===== config.mk =====
export PLATFORM = sky130hd
export DESIGN_NAME = qea_host_sequencer
export DESIGN_NICKNAME = d
export VERILOG_FILES = /design/src/rtl/qea_host_sequencer.sv
export SDC_FILE = /design/constraint.sdc
export NUM_CORES = 1
export LEC_CHECK = 0
export CAP_MARGIN = 20
export CORE_AREA = 2 2 485 487
export CTS_CLUSTER_DIAMETER = 200
export DETAILED_ROUTE_END_ITERATION = 10
export DIE_AREA = 0 0 487 489
export PLACE_DENSITY = 0.37
export SLEW_MARGIN = 20
export SYNTH_ARGS = -nofsm -noshare
export SYNTH_HDL_FRONTEND = slang
export SYNTH_SLANG_ARGS = --single-unit

===== constraint.sdc =====
create_clock -name clk -period 2.6 [get_ports clk]
set_clock_uncertainty 0.1 [all_clocks]
set_input_delay 0.65 -clock clk [delete_from_list [all_inputs] [get_ports clk]]
set_output_delay 0.65 -clock clk [all_outputs]
set_load 0.01 [all_outputs]

===== src/rtl/qea_host_sequencer.sv =====
// Host-side job sequencer for one QEA instance: loads context words and initial
// state rows, starts the engine, times the run, then streams the final state out.
module qea_host_sequencer #(
  parameter int unsigned PE_NUM_WIDTH            = 2,
  parameter int unsigned PE_NUM                  = 4,
  parameter int unsigned STATE_DATA_WIDTH        = 64,
  parameter int unsigned STATE_ADDR_WIDTH        = 16,
  parameter int unsigned GATE_CONTEXT_DATA_WIDTH = 64,
  parameter int unsigned GATE_CONTEXT_ADDR_WIDTH = 16,
  parameter int unsigned MAX_QBIT_WIDTH          = 6,
  parameter int unsigned RD_LATENCY              = 1,
  parameter int unsigned CYC_WIDTH               = 32
) (
  input  logic                                 clk,
  input  logic                                 rst_n,
  input  logic                                 i_run,
  input  logic [MAX_QBIT_WIDTH-1:0]            i_qbit_num,
  input  logic [GATE_CONTEXT_ADDR_WIDTH:0]     i_ctx_num,
  input  logic                                 i_ctx_valid,
  output logic                                 o_ctx_ready,
  input  logic [GATE_CONTEXT_DATA_WIDTH-1:0]   i_ctx_word,
  input  logic                                 i_st_valid,
  output logic                                 o_st_ready,
  input  logic [PE_NUM*STATE_DATA_WIDTH-1:0]   i_st_word,
  output logic                                 o_rd_valid,
  input  logic                                 i_rd_ready,
  output logic [PE_NUM*STATE_DATA_WIDTH-1:0]   o_rd_word,
  output logic                                 o_ctx_en,
  output logic                                 o_ctx_wea,
  output logic [GATE_CONTEXT_ADDR_WIDTH-1:0]   o_ctx_addr,
  output logic [GATE_CONTEXT_DATA_WIDTH-1:0]   o_ctx_data,
  output logic                                 o_state_ena,
  output logic                                 o_state_wea,
  output logic [STATE_ADDR_WIDTH-1:0]          o_state_addra,
  output logic [PE_NUM*STATE_DATA_WIDTH-1:0]   o_state_dina,
  input  logic [PE_NUM*STATE_DATA_WIDTH-1:0]   i_state_dout,
  output logic                                 o_start,
  input  logic                                 i_complete,
  output logic                                 o_busy,
  output logic                                 o_done,
  output logic                                 o_err,
  output logic [CYC_WIDTH-1:0]                 o_exec_cycles
);

  localparam int unsigned RCW = STATE_ADDR_WIDTH + 1;

  typedef enum logic [3:0] {
    IDLE, LOAD_CTX, LOAD_ST, START, WAIT, RD_ISSUE, RD_WAIT, RD_HOLD, DONE
  } state_t;

  state_t                             state;
  logic [GATE_CONTEXT_ADDR_WIDTH-1:0] ctx_idx;
  logic [GATE_CONTEXT_ADDR_WIDTH-1:0] ctx_last;
  logic [STATE_ADDR_WIDTH-1:0]        row;
  logic [STATE_ADDR_WIDTH-1:0]        row_last;
  logic [CYC_WIDTH-1:0]               cyc_cnt;
  logic [1:0]                         lat_cnt;
  logic [MAX_QBIT_WIDTH-1:0]          row_shift;
  logic [RCW-1:0]                     row_count;
  logic                               job_ok;

  always_comb begin
    row_shift = i_qbit_num - MAX_QBIT_WIDTH'(PE_NUM_WIDTH);
    row_count = RCW'(1) << row_shift;
    job_ok    = (i_ctx_num != '0)
             && (i_ctx_num <= {1'b1, {GATE_CONTEXT_ADDR_WIDTH{1'b0}}})
             && (i_qbit_num >= MAX_QBIT_WIDTH'(PE_NUM_WIDTH))
             && (row_shift <= MAX_QBIT_WIDTH'(STATE_ADDR_WIDTH));
  end

  always_ff @(posedge clk or negedge rst_n) begin
    if (!rst_n) begin
      state         <= IDLE;
      ctx_idx       <= '0;
      ctx_last      <= '0;
      row           <= '0;
      row_last      <= '0;
      cyc_cnt       <= '0;
      lat_cnt       <= '0;
      o_ctx_ready   <= 1'b0;
      o_st_ready    <= 1'b0;
      o_rd_valid    <= 1'b0;
      o_rd_word     <= '0;
      o_ctx_en      <= 1'b0;
      o_ctx_wea     <= 1'b0;
      o_ctx_addr    <= '0;
      o_ctx_data    <= '0;
      o_state_ena   <= 1'b0;
      o_state_wea   <= 1'b0;
      o_state_addra <= '0;
      o_state_dina  <= '0;
      o_start       <= 1'b0;
      o_busy        <= 1'b0;
      o_done        <= 1'b0;
      o_err         <= 1'b0;
      o_exec_cycles <= '0;
    end else begin
      o_ctx_en    <= 1'b0;
      o_ctx_wea   <= 1'b0;
      o_state_ena <= 1'b0;
      o_state_wea <= 1'b0;
      o_start     <= 1'b0;
      o_done      <= 1'b0;
      unique case (state)
        IDLE: if (i_run) begin
          ctx_last <= GATE_CONTEXT_ADDR_WIDTH'(i_ctx_num - 1'b1);
          row_last <= STATE_ADDR_WIDTH'(row_count - 1'b1);
          ctx_idx  <= '0;
          o_busy   <= 1'b1;
          if (job_ok) begin
            o_err       <= 1'b0;
            o_ctx_ready <= 1'b1;
            state       <= LOAD_CTX;
          end else begin
            o_err  <= 1'b1;
            o_done <= 1'b1;
            state  <= DONE;
          end
        end
        LOAD_CTX: if (i_ctx_valid) begin
          o_ctx_en   <= 1'b1;
          o_ctx_wea  <= 1'b1;
          o_ctx_addr <= ctx_idx;
          o_ctx_data <= i_ctx_word;
          ctx_idx    <= ctx_idx + 1'b1;
          if (ctx_idx == ctx_last) begin
            o_ctx_ready <= 1'b0;
            o_st_ready  <= 1'b1;
            row         <= '0;
            state       <= LOAD_ST;
          end
        end
        LOAD_ST: if (i_st_valid) begin
          o_state_ena   <= 1'b1;
          o_state_wea   <= 1'b1;
          o_state_addra <= row;
          o_state_dina  <= i_st_word;
          row           <= row + 1'b1;
          if (row == row_last) begin
            o_st_ready <= 1'b0;
            o_start    <= 1'b1;
            cyc_cnt    <= CYC_WIDTH'(1);
            state      <= START;
          end
        end
        // The START cycle itself counts as cycle 1 of the run.
        START: begin
          cyc_cnt <= cyc_cnt + 1'b1;
          state   <= WAIT;
        end
        WAIT: begin
          if (i_complete) begin
            o_exec_cycles <= cyc_cnt;
            row           <= '0;
            o_state_ena   <= 1'b1;
            o_state_addra <= '0;
            state         <= RD_ISSUE;
          end else if (cyc_cnt != '1) begin
            cyc_cnt <= cyc_cnt + 1'b1;
          end
        end
        RD_ISSUE: begin
          lat_cnt <= '0;
          state   <= RD_WAIT;
        end
        // The RAM registers the request at the end of RD_ISSUE, so dout is
        // valid RD_LATENCY cycles after that edge.
        RD_WAIT: begin
          if (lat_cnt == 2'(RD_LATENCY - 1)) begin
            o_rd_word  <= i_state_dout;
            o_rd_valid <= 1'b1;
            state      <= RD_HOLD;
          end else begin
            lat_cnt <= lat_cnt + 1'b1;
          end
        end
        RD_HOLD: if (i_rd_ready) begin
          o_rd_valid <= 1'b0;
          if (row == row_last) begin
            o_done <= 1'b1;
            state  <= DONE;
          end else begin
            row           <= row + 1'b1;
            o_state_ena   <= 1'b1;
            o_state_addra <= row + 1'b1;
            state         <= RD_ISSUE;
          end
        end
        DONE: begin
          o_busy <= 1'b0;
          state  <= IDLE;
        end
        default: state <= IDLE;
      endcase
    end
  end

endmodule

==> results_dict.tcl <==
set metrics [dict create \
    clockRootBuffer "clkbuf_16" \
    finalNonFillerCells 7488 \
    cts_buffers 101 \
    fillers 25300 \
    tritoncts "built" \
    postRouteAntennaNets 0 \
    setup_slack_ns 0.0945 \
    route.detailed.drc 0 \
    critPathSlowestCell "clkdlybuf4s50_1" \
    hold_class "in -> async" \
    drive_above_1_share 0.173 \
    die_height_um 489 \
    setup_violations 0 \
    pin_count 1257 \
    powerDensity_nw_per_um2 1140 \
    top_layer_used "met5" \
    post-dp-hpwl_um 140000 \
    multi_input_area_um2 11000 \
    grt_pass1_vias 27500 \
    synthToLayoutAreaGrowth_pct 70.5 \
    cp.arrival_ns 1.76 \
    synth_compound_area_frac 0.0472 \
    yosysSeqAreaShare 0.617 \
    max_freq_ghz 0.399 \
    die_w_um 487 \
    synth_top_area_cell "dfrtp_1" \
    placed_cells 7279 \
    place_worst_setup_slack_ns -0.759 \
    die-area_um2 238000 \
    netlist_instances 2899 \
    crit_buf_inv 1 \
    wl_met1_um 68500 \
    cts_sinks 752 \
    run_status "finished, final reports clean" \
    drt_iter0_markers 1361 \
    synth_area_um2 30500 \
    path_clk_slew_ns 0.06 \
    via_per_inst 3.58 \
    async_reset_ff_frac 1.00 \
    vdd_ir_drop_max_mv 0.632 \
    wl_met2_um 82500 \
    synth_xor_area_frac 0.0181 \
    clk_latency_ns 0.74 \
    worst_pin_slew_ns 0.666 \
    avgSynthCellArea_um2 10.5 \
    grt_remaining_overflow 0 \
    cp-end-kind "output port" \
    synth_top_area_frac 0.617 \
    crit_required_ns 1.85 \
    drt_pass1_iterations 5 \
    maxCapViolCount 0 \
    critPathMaxFanout 2 \
    synth_fa_ha_area_frac 0.00328 \
    cts_buffer_depth 3 \
    routed_wl_um 175000 \
    rows 178 \
    min_period_ns 2.51 \
    synth_common_cells "nand2_1 (1,093), dfrtp_1 (752), mux2_2 (291)" \
    max_stage_delay_ns 0.61 \
    grt_max_degree 81 \
    core_area_um2 234000 \
    min_period_over_period 0.964 \
    yosys-top-cells-area "dfrtp_1 (62%), nand2_1 (13%), mux2_2 (11%)" \
    met3WireLength_um 16700 \
    h-tree-depth 3 \
    path_delay_family "buffers and inverters" \
    synth.net_count 3513 \
    fin_nets 4941 \
    ys_types 63 \
    worstPathCellList "clkdlybuf4s50_1" \
    grt_pass1_wl_um 233000 \
    synth_seq_cells 752 \
    critPathLaunchType "register" \
    synthSimpleGateAreaFrac 0.181 \
    groute.usage.overall 0.140 \
    synth_edf_count 0 \
    antenna_found_initial 64 \
    num_vias 26800 \
    rsz0062_at_grt "yes" \
    yosys_warnings 0 \
    initial_utilization 0.131 \
    synthMuxAreaShare 0.108 \
    yosys.cell_count.top_type "nand2_1" \
    finalMaxSlewViolations 0 \
    portBuffers 1256 \
    post_drt_wl_per_cell_um 23.3 \
    path_class "reg -> out" \
    total_power_mw 59.6 \
    hold_viol 0 \
    synth_top_family_by_area "simple AND/OR/NAND/NOR gates" \
    ys.flop_type "dfrtp_1" \
    max_slew_margin 0.554 \
    place.gp.congestion 0.854 \
    power_leakage_nw 23.2 \
    regArea_um2 18800 \
]
-- power breakdown --
group | leakage (nW) | switching, mW | internal [mW]
logic | 11.9 | 12.6 | 12.3
registers | 9.56 | 3.09 | 16.4
clock network | 1.75 | 6.05 | 9.16
-- final timing paths --
kind                            cells after the start            from                to  slack (ns)
worst max register to register                      9      cyc_cnt[0]       cyc_cnt[26]        0.09
max in group asynchronous                           3           rst_n  o_state_dina[50]        1.11
worst min-delay path                                2           rst_n        cyc_cnt[7]        0.33
min in group clk                                    3  i_ctx_word[47]    o_ctx_data[47]        0.34
worst max-delay path                                1  o_rd_word[114]    o_rd_word[114]        0.09
worst min register to register                      2  o_ctx_data[13]    o_ctx_data[13]        0.37
-- cell usage in the layout, fill, tap and decap left out, drive strengths merged, types with 6 or more instances in the layout --
master,synthesis,final
a21oi,59,59
a31oi,17,17
and2,9,9
and3,16,16
and4,7,7
buf,59,257
bufinv,0,12
clkbuf,101,152
clkdlybuf4s50,0,1084
clkinv,1,15
dfrtp,752,752
diode,0,21
dlygate4sd2,0,136
dlymetal6s2s,0,6
ha,8,8
inv,16,19
mux2,291,291
nand2,1093,1093
nand2b,17,17
nand3,37,37
nand4,14,14
nor2,107,107
nor2b,9,9
nor3,26,26
nor4,11,11
o21ai,105,105
o31ai,33,33
or3,6,7
xnor2,30,30
xor2,33,33
-- stage by stage --
step | hold slack (ns) | setup TNS (ns) | cell area [µm²] | utilization
floorplan | 0.254 | -1.18 | 30600 | -
global placement | 0.356 | -15.44 | 48400 | 0.207
detailed placement | 0.361 | -17.14 | 48400 | 0.207
CTS | 0.226 | 0 | 51900 | 0.222
global route | 0.252 | -0.147 | 52000 | 0.223
finish | 0.330 | 0 | 52000 | 0.223
-- final cells by class --
class                      count  share of cell area
sequential                   752               0.362
timing repair buffer        1484               0.280
multi-input combinational   1971               0.212
tap                         3060              0.0736
clock buffer                 152              0.0575
clock inverter                31              0.0118
inverter                      17             0.00161
antenna                       21             0.00101
-- state kept, by name, indices dropped and copies added (netlist names), 2 cells and up --
signal and flops:
lat_cnt 2, o_state_dina 256, o_rd_word 256, o_ctx_addr 16, state 4, o_ctx_data 64, row_last 16, row 16
o_exec_cycles 32, ctx_last 16, o_state_addra 16, ctx_idx 16, cyc_cnt 32
-- cells by family after synthesis --
group	Yosys count
AO/OA/AOI/OAI	243
multiplexers	293
AND/OR/NAND/NOR	1363
adder cells (fa/ha/maj)	8
buffers and inverters	177
flip-flops	752
XOR/XNOR	63
-- worst register-to-register path: cells and delay by family, from the launching register on --
kind	cells	cell delay (ns)
AO/OA/AOI/OAI	2	0.59
buffers and inverters	2	0.30
adder cells (fa/ha/maj)	1	0.24
AND/OR/NAND/NOR	4	0.80
flip-flops	1	0.38
-- routing by layer --
layer	up-vias	global-route usage
li1	12400	-
met1	13100	0.163
met2	993	0.227
met3	243	0.0608
met4	56	0.0529
met5	-	0
-- timing repair --
action | 4_1_cts | 5_1_grt
setup endpoints to repair | 142 | 54
buffers inserted | 0 | 3
endpoints found under the hold margin | 8 | 0
cloned | 0 | 1
pin swaps | 0 | 9
hold buffers | 1 | 0
gates resized for setup | 150 | 24
Power figures use the tool's default switching activity.
